### config.mk
export PLATFORM = sky130hd
export DESIGN_NAME = reg_write_arbiter
export DESIGN_NICKNAME = d
export VERILOG_FILES = /design/src/rtl/reg_write_arbiter.sv
export SDC_FILE = /design/constraint.sdc
export NUM_CORES = 1
export LEC_CHECK = 0
export CAP_MARGIN = 40
export CORE_UTILIZATION = 41
export CTS_CLUSTER_DIAMETER = 80
export DETAILED_ROUTE_END_ITERATION = 8
export PLACE_DENSITY = 0.72
export SYNTH_ARGS = -nofsm -noshare
export SYNTH_HDL_FRONTEND = slang
export SYNTH_SLANG_ARGS = --single-unit
### constraint.sdc
create_clock -name Clock -period 2.8 [get_ports Clock]
set_clock_uncertainty 0.05 [all_clocks]
set_input_delay 0.42 -clock Clock [delete_from_list [all_inputs] [get_ports Clock]]
set_output_delay 0.42 -clock Clock [all_outputs]
set_load 0.03 [all_outputs]
### src/rtl/reg_write_arbiter.sv
// Write-port arbiter for the register bank: round-robin between ALU writeback (A)
// and memory load (M), plus a clear-all sequencer. All outputs are registered.
module reg_write_arbiter #(
  parameter int NREG = 4,
  parameter int W    = 8,
  parameter int AW   = $clog2(NREG)
) (
  input  logic            Clock,
  input  logic            Clr_n,
  input  logic            A_req,
  input  logic [AW-1:0]   A_addr,
  input  logic [W-1:0]    A_data,
  output logic            A_gnt,
  input  logic            M_req,
  input  logic [AW-1:0]   M_addr,
  input  logic [W-1:0]    M_data,
  output logic            M_gnt,
  input  logic            ClrAll_req,
  output logic            ClrAll_done,
  output logic            Busy,
  output logic [W-1:0]    RegH,
  output logic [NREG-1:0] RegEnable,
  output logic [NREG-1:0] RegClr
);

  typedef enum logic {IDLE, CLEAR} state_t;

  localparam logic          LAST_A   = 1'b0;
  localparam logic          LAST_M   = 1'b1;
  localparam logic [AW-1:0] LAST_IDX = AW'(NREG - 1);

  state_t          state, state_nx;
  logic [AW-1:0]   idx, idx_nx, idx_inc;
  logic            last, last_nx;
  logic [NREG-1:0] en_nx, clr_nx;
  logic [W-1:0]    h_nx;
  logic            a_gnt_nx, m_gnt_nx, busy_nx, done_nx;
  logic            a_elig, m_elig, pick_a, pick_m;

  function automatic logic [NREG-1:0] onehot(input logic [AW-1:0] i);
    logic [NREG-1:0] r;
    r    = '0;
    r[i] = 1'b1;
    return r;
  endfunction

  // A requester whose grant pulse is showing now is not eligible again this edge
  assign a_elig  = A_req && !A_gnt;
  assign m_elig  = M_req && !M_gnt;
  assign pick_a  = a_elig && (!m_elig || (last == LAST_M));
  assign pick_m  = m_elig && !pick_a;
  assign idx_inc = idx + 1'b1;

  always_comb begin
    state_nx = state;
    idx_nx   = idx;
    last_nx  = last;
    en_nx    = '0;
    clr_nx   = '0;
    h_nx     = RegH;
    a_gnt_nx = 1'b0;
    m_gnt_nx = 1'b0;
    busy_nx  = Busy;
    done_nx  = 1'b0;
    unique case (state)
      IDLE: begin
        if (ClrAll_req) begin
          state_nx = CLEAR;
          idx_nx   = '0;
          en_nx    = onehot('0);
          clr_nx   = onehot('0);
          busy_nx  = 1'b1;
        end else if (pick_a) begin
          a_gnt_nx = 1'b1;
          en_nx    = onehot(A_addr);
          h_nx     = A_data;
          last_nx  = LAST_A;
        end else if (pick_m) begin
          m_gnt_nx = 1'b1;
          en_nx    = onehot(M_addr);
          h_nx     = M_data;
          last_nx  = LAST_M;
        end
      end
      CLEAR: begin
        if (idx != LAST_IDX) begin
          idx_nx  = idx_inc;
          en_nx   = onehot(idx_inc);
          clr_nx  = onehot(idx_inc);
          done_nx = (idx_inc == LAST_IDX);
        end else begin
          state_nx = IDLE;
          idx_nx   = '0;
          busy_nx  = 1'b0;
        end
      end
      default: state_nx = IDLE;
    endcase
  end

  always_ff @(posedge Clock or negedge Clr_n) begin
    if (!Clr_n) begin
      state       <= IDLE;
      idx         <= '0;
      last        <= LAST_M;
      RegEnable   <= '0;
      RegClr      <= '0;
      RegH        <= '0;
      A_gnt       <= 1'b0;
      M_gnt       <= 1'b0;
      Busy        <= 1'b0;
      ClrAll_done <= 1'b0;
    end else begin
      state       <= state_nx;
      idx         <= idx_nx;
      last        <= last_nx;
      RegEnable   <= en_nx;
      RegClr      <= clr_nx;
      RegH        <= h_nx;
      A_gnt       <= a_gnt_nx;
      M_gnt       <= m_gnt_nx;
      Busy        <= busy_nx;
      ClrAll_done <= done_nx;
    end
  end

endmodule

# Word level (Yosys, flattened, before mapping)
# Index checks and enable logic that the tools add are counted.
# classes
n_addsub,1
n_lt_le_gt_ge,6
n_eq_ne,4
n_mux,35
n_bitwise,2
n_reduce_logical,15
# op_table
operator,count
$mux W1,19
$mux W4,4
$mux W8,2
$pmux W4 S2,2
$lt A2 B3 Y1 const B,3
$logic_and A1 B1 Y1,7
$demux W1 S2,3
$ge A2 B1 Y1 const B,3
$ne A2 B2 Y1 const B,3
$logic_not A1 Y1,4
$mux W2,2
$pmux W1 S2,2
$pmux W2 S2,1
$reduce_and A3 Y1,1
$add A2 B1 Y2 const B,1
$eq A2 B2 Y1 const B,1
$not A1 Y1,2
$reduce_and A2 Y1,1
$reduce_bool A2 Y1,1
$logic_or A1 B1 Y1,1
# totals
reg_bits,24
output_inout_bits,20
word_cells,73

# Longest topological paths before layout
# Gate-level depths: netlist (run 1).
# logic_depth
depth_word,11
depth_mapped,5
depth_no_buf,4

# Worst setup path after synthesis (run 1)
# No wires, ideal clock.
# synth_timing
path_kind,register -> register
from,reg A_gnt
to,reg RegEnable[2]
setup_ps,126
arrival_time_ps,1369
t_required_ps,2624
setup_slack_ps,1255
path_stages_with_launch,5
n_path_buf,1
cell_sequence,dfrtp_1 > buf_2 > nand3b_2 > and3_1 > a311o_1
# synth_between
elab_chain_len,9
# synth_rtl
element,line_no,text
from (decl),13,"output logic A_gnt,"
from (signal assigned),120,A_gnt <= a_gnt_nx;
$logic_not A1 Y1 (*),48,assign a_elig = A_req && !A_gnt;
$logic_and A1 B1 Y1 (*),48,
$logic_and A1 B1 Y1 (*),50,assign pick_a = a_elig && (!m_elig || (last == LAST_M));
$logic_not A1 Y1,51,assign pick_m = m_elig && !pick_a;
$logic_and A1 B1 Y1,51,
$mux W4,78,end else if (pick_m) begin
$mux W4 (*),73,end else if (pick_a) begin
$mux W4 (*),67,if (ClrAll_req) begin
$pmux W4 S2 (*),65,unique case (state)
via en_nx[2],35,"logic [NREG-1:0] en_nx, clr_nx;"
to (signal assigned),117,RegEnable <= en_nx;
to (decl),22,"output logic [NREG-1:0] RegEnable,"
# The timed path passes the listed nets; every way through them passes the cells marked *.
# A chain may end at the register's enable or synchronous reset.

# Worst setup path in the final report (run 1)
# layout_timing
from,reg A_gnt
to,out A_gnt
# No word-level cell between the ends.

==> results of run 1 <==
==> final cells by class <==
type / instances / area (sq um)
fill: 236 / 1100
multi-input combinational: 76 / 591
sequential: 23 / 577
timing repair buffer: 46 / 455
inverter: 15 / 56.3
tap: 31 / 38.8
clock buffer: 3 / 22.5
clock inverter: 1 / 7.51
==> worst max path at each step <==
stage	endpoint	slack (ps)	cells after the start
2_1_floorplan	RegEnable[2]	1250	4
3_3_place_gp	RegEnable[0]	660	4
3_5_place_dp	RegEnable[0]	580	4
4_1_cts	A_gnt	720	1
5_1_grt	A_gnt	630	1
6_report	A_gnt	740	1
==> state kept, by name (all words and copies together) (netlist names) <==
name	cells
RegClr	3
RegEnable	4
state	1
RegH	8
last	1
A_gnt	1
ClrAll_done	1
M_gnt	1
idx	2
Busy	1
==> power by group <==
part	internal, uW	total, uW	switching, uW
Combinational	376	884	508
Clock	54.6	162	107
Sequential	477	567	89.9
Total	907	1610	705
==> per-layer routing <==
metal	up-vias	wire length (um)
met5	-	0
met4	0	59
met3	7	135
met2	40	1380
met1	490	1260
li1	516	-
==> metrics by stage <==
stage / instances / worst slack [ps] / cell area, sq um
floorplan: 124 / 1250 / 1290
global placement: 191 / 664 / 1720
detailed placement: 191 / 585 / 1720
CTS: 195 / 718 / 1750
global route: 195 / 632 / 1750
finish: 195 / 738 / 1750
==> cell usage in the layout (no fill, tap or decap), drive strengths merged, types with 2 or more instances in the layout <==
cell type	Yosys	final
a21oi	3	3
a221oi	8	8
a22oi	8	8
and3b	8	8
buf	10	2
clkbuf	0	3
clkdlybuf4s50	0	44
dfrtp	22	22
ha	4	4
inv	15	15
nand2	6	6
nand2b	3	3
nand3	2	2
nor2	4	4
nor2b	3	3
o21ai	11	11
==> cell families (layout without fill, tap and decap cells) <==
kind of cell / count (synthesis) / after routing / share of synthesized area
adder cells (fa/ha/maj): 4 / 4 / 0.0389
AND/OR/NAND/NOR: 37 / 37 / 0.191
AO/OA/AOI/OAI: 35 / 35 / 0.228
buffers and inverters: 25 / 65 / 0.0933
flip-flops: 23 / 23 / 0.448
==> results.md, run 1 <==
- Reg clk slew, reported paths: 140 ps
- DRC violation count after routing: 1
- Top cells by area, synth: dfrtp_1 43%, a221oi_2 9.3%, and3b_1 5.4%
- Register-to-Register Path Depth: 3
- Routed Antenna Nets: 0
- Reg2reg start: state
- Slew margin rel.: 0.589
- Hold_buf cts: 0
- Seq/Total Area, Yosys: 0.448
- Insertion delay to the later sink of the worst-skew pair: 310 ps
- Crit-path cells: clkdlybuf4s50_1
- Tot Pwr: 1610 uW
- Most common cell in the netlist: dfrtp_1
- Diodes inserted: 0
- H-tree levels: 1
- DIE WIDTH: 58.0 um
- Critical path's slowest cell: clkdlybuf4s50_1
- TritonCTS clock tree: yes
- Async SR Flop Fraction: 1.00
- Buf/Inv on CP: 1
- Leakage: 0.000789 uW
- Io pins: 45
- Chip Height: 58.0 um
- Clk Tree Root Cell: clkbuf_4
- Worst min path class: input pin to asynchronous set/reset pin
- Largest delay share family, worst path: buffers and inverters
- RSZ-0062 raised after global routing: no
- Starting Density: 0.451
- Synth cell types: 36
- Endpoints failing setup: 0
- Syn_area_per_cell: 10.4 sq um
- Vias/cell: 5.40
- Layout area overhead: 35.8%
- GRT overflow: 0
- Grt met2 use: 0.299
- Top_reg_cell synth: dfrtp_1
- Slew Limit Fails: 0
- Drt initial violations: 25
- Largest stage delay, worst path: 740 ps
- Commonest cells post-synth: 22 x dfrtp_1, 15 x inv_1
- R2r endpoint: RegEnable[2]
- Gpl congestion: 0.899
- Largest net degree at the start of global routing: 24
- CP startpoint kind: flip-flop
- Hold Vio Cnt, Final: 0
- Met1 Use GR: 0.245
- GRT Overall Usage: 0.186
- R2R Setup Slk: 1100 ps
- Mapped cell area: 0.00129 sq mm
- Max Clk Rate: 485 MHz
- Drt wl/cell: 14.5 um
- CP Capture Type: output pin
- WL final: 2830 um
- Pwr dens: 923 mW/mm^2
- Drt first pass iters: 9
- Failing checks: DRC
- Row count: 19
- Worst VDD drop: 0.000419 V
- Least-Margin Pin Slew: 616 ps
- Synth warn: 0
- Status: finished, violations left
- Post-Synthesis Cells: 124
- Final core occ: 0.613
- Syn_nets: 153
- Most used routing layer: met2
- CTS buffer count: 3
- Share of post-route cells with drive strength above 1: 0.116
- Core area: 0.00285 sq mm
- Die area: 0.00337 sq mm
- CTS resizes: 0
- Initial antenna violation count: 0
- First-pass GRT wire length: 4770 um
- Count of state elements after synthesis: 23
- Cell type with the largest total area after synthesis: dfrtp_1
- Critical path class: flip-flop to output pin
- CP Data Required Time: 2330 ps
- GRT met3 Usage: 0.0313
- Max-cap violations: 0
- Vias in the first global route: 1,052
- Period minus WS final: 2060 ps
- Final Net Count: 194
- Critical Path AT: 1590 ps
- Final Cycle Share: 0.736
- Setup TNS: 0 ps
- Synth top area share: 0.428
- Post-synth EDFFs: 0
- Hold Slack: 373 ps
- Worst Path Max Fanout: 12
- Post-CTS setup buffer count: 0
- Vias: 1,053
- Dpl hpwl: 2140 um
- Max clock buf depth: 2
- CTS sink count: 23
- Crit path launch: A_gnt
- Port-buffer cells: 44
No activity file was read; power rests on OpenSTA's default activity.
==> inputs of run 2 (changes only) <==
--- a/config.mk
+++ b/config.mk
@@ -6,10 +6,10 @@
 export NUM_CORES = 1
 export LEC_CHECK = 0
 export CAP_MARGIN = 40
-export CORE_UTILIZATION = 41
+export CORE_UTILIZATION = 40
 export CTS_CLUSTER_DIAMETER = 80
 export DETAILED_ROUTE_END_ITERATION = 8
-export PLACE_DENSITY = 0.72
+export PLACE_DENSITY = 0.73
 export SYNTH_ARGS = -nofsm -noshare
 export SYNTH_HDL_FRONTEND = slang
 export SYNTH_SLANG_ARGS = --single-unit
==> constraint.sdc (replaced) <==
create_clock -name Clock -period 1.8 [get_ports Clock]
set_clock_uncertainty 0.05 [all_clocks]
set_input_delay 0.27 -clock Clock [delete_from_list [all_inputs] [get_ports Clock]]
set_output_delay 0.27 -clock Clock [all_outputs]
set_load 0.03 [all_outputs]
==> run 2 against run 1 <==
Against the previous run:
- the run now ends clean
- die area rose by 2.4%
- cell count rose by 10%
- sequential power rose by 57%
- total power up 58%
- register-to-register slack lost 840 ps
- routed wire length rose by 6.1%
- setup slack lost 630 ps
- global-route usage increased by 0.84 points
- critical path depth stayed put
- combinational power rose by 61%
==> results.md, run 2 (same netlist as run 1, synthesis figures left out) <==
- Port-buffer cells: 44 (unchanged)
- RSZ-0062 raised after global routing: no
- Share of post-route cells with drive strength above 1: 0.152 (+0.0362)
- Critical path class: flip-flop to output pin
- Fin area: 0.00182 sq mm (+3.9%)
- Worst min path class: input pin to asynchronous set/reset pin
- Worst Path Max Fanout: 3 (-9)
- Sequential share of power: 0.349 (-0.003)
- CP Data Required Time: 1480 ps (-850 ps)
- Largest net degree at the start of global routing: 24 (unchanged)
- GRT Overall Usage: 0.194 (+0.00842)
- Comb power frac: 0.558 (+0.010)
- Drt wl/cell: 13.9 um (-3.8%)
- Vias/cell: 5.13 (-4.9%)
- Crit-path cells: clkdlybuf4s50_1
- Diodes inserted: 0 (unchanged)
- Clk Tree Root Cell: clkbuf_4
- Layout area overhead: 41.0%
- Critical Path AT: 1370 ps (-220 ps)
- Largest stage delay, worst path: 680 ps (-60 ps)
- Hold_buf cts: 0 (unchanged)
- Switch Pwr: 1100 uW (+56%)
- R2r endpoint: RegH[2]
- Sw frac: 0.432 (-0.00555)
- Max clock buf depth: 2 (unchanged)
- Initial antenna violation count: 0 (unchanged)
- CP Capture Type: output pin
- Row count: 20 (+1)
- Slew margin rel.: 0.648 (+0.0582)
- Gpl congestion: 0.875 (-2.7%)
- Dpl hpwl: 2320 um (+8.2%)
- Most used routing layer: met2
- Insertion delay to the later sink of the worst-skew pair: 310 ps (about the same)
- Critical path's slowest cell: clkdlybuf4s50_1
- Largest delay share family, worst path: buffers and inverters
- CP startpoint kind: flip-flop
- Register area: 577 sq um (unchanged)
- Fillers: 278 (+18%)
- Starting Density: 0.422 (-0.0296)
- GRT overflow: 0 (unchanged)
- Drt first pass iters: 4 (-5)
- Grt met2 use: 0.325 (+0.0258)
- Top reg by flops: RegH
- WL final: 3000 um (+6.1%)
- Met1 Use GR: 0.258 (+0.0134)
- Reg clk slew, reported paths: 130 ps (about the same)
- Max reg flops: 8 (unchanged)
- Final Cycle Share: 0.941
- Die area: 0.00345 sq mm (+2.4%)
- Core area: 0.00305 sq mm (+7.0%)
- CTS sink count: 23 (unchanged)
- Status: complete, no violations
- First-pass GRT wire length: 5060 um (+6.2%)
- H-tree levels: 1 (unchanged)
- Buf/Inv on CP: 1 (unchanged)
- Chip Height: 58.7 um (+1.2%)
- Commonest cells after routing, fill and taps aside: 42 x clkdlybuf4s50_1, 22 x dfrtp_1, 15 x inv_1
- Commonest non-fill, non-tap cell in the layout: clkdlybuf4s50_1
- Io pins: 45 (unchanged)
- Routed Antenna Nets: 0 (unchanged)
- Pwr dens: 1400 mW/mm^2 (+52%)
- Pint: 1450 uW (+59%)
- Clk pwr share: 0.093 (-0.007)
- TritonCTS clock tree: yes
- Final Net Count: 201 (+3.6%)
- Post-CTS setup buffer count: 0 (unchanged)
- Final core occ: 0.595 (-0.0180)
- CTS buffer count: 3 (unchanged)
- Max-cap violations: 0 (unchanged)
- Endpoints failing setup: 0 (unchanged)
- Drt initial violations: 48 (+92%)
- Placed cell areas: 0.00179 sq mm (+4.0%)
- Register-to-Register Path Depth: 4 (+1)
- Reg2reg start: M_gnt
- Vias in the first global route: 1,082 (+2.9%)
- Largest regs: RegH: 8 flops, RegEnable: 4 flops, RegClr: 3 flops
- DRC violation count after routing: 0 (-1)
- Slew Limit Fails: 0 (unchanged)
- Vias: 1,104 (+4.8%)
- R2R Setup Slk: 260 ps (-840 ps)
- GRT met3 Usage: 0.0198 (-0.0115)
- Worst VDD drop: 0.000558 V (+33%)
- Setup TNS: 0 ps (unchanged)
- Area used by multi-input combinational logic: 591 sq um (unchanged)
- Least-Margin Pin Slew: 529 ps (-87.3 ps)
- Leakage: 0.000848 uW (+7.4%)
- Period minus WS final: 1690 ps
- Max Clk Rate: 590 MHz
- Hold Vio Cnt, Final: 0 (unchanged)
- DIE WIDTH: 58.7 um (+1.2%)
==> run 2: cell types whose count changed in the layout (fill, tap and decap cells not counted), sizes merged <==
cell	change
dlygate4sd2	+1
dlymetal6s2s	+1
clkdlybuf4s50	-2
buf	+7
clkinvlp	-1
clkinv	+1
==> run 2: worst max path at each step <==
stage | from | endpoint | slack (ps) | depth (start not counted)
final | Busy | Busy | 110 | 1
after global routing | Busy | Busy | 40 | 1
after detailed placement | M_req | RegH[3] | -90 | 5
after CTS | M_gnt | M_gnt | 40 | 1
after global placement | M_req | RegH[3] | -30 | 5
after floorplan | A_gnt | RegEnable[2] | 250 | 4
==> run 2: what timing repair did <==
item,in CTS,in global routing
endpoints found under the hold margin,0,0
setup endpoints to repair,1,1
resized for setup,1,1
pin swaps,0,0
==> run 2: stage by stage <==
step	power, uW	hold slack (ps)	std cells	worst slack (ps)
after global routing	2730	250	215	36.9
after CTS	2570	256	215	41.5
final	2550	247	215	105
after global placement	2290	426	211	-32.1
after detailed placement	2330	434	211	-94.6
after floorplan	1760	-75.6	124	255
==> run 2: cell type report <==
type                    count  area share
multi-input cells          76       0.325
inverters                  15      0.0310
flip-flops and latches     23       0.318
repair buffers             53       0.280
clock buffers               3      0.0124
clock inverters             1     0.00276
well taps                  44      0.0303
==> run 2: routing by layer <==
layer  wire, um  vias up
met3        111        2
met1       1290      541
met5          0        -
met2       1570       29
met4         31        0
li1           -      532
==> run 2: power by group through the flow <==
stage	clock network (uW)	logic [uW]	registers, uW
floorplan	0	557	1210
detailed placement	0	1430	905
global route	276	1540	919
global placement	0	1410	885
CTS	248	1430	891
finish	237	1420	889
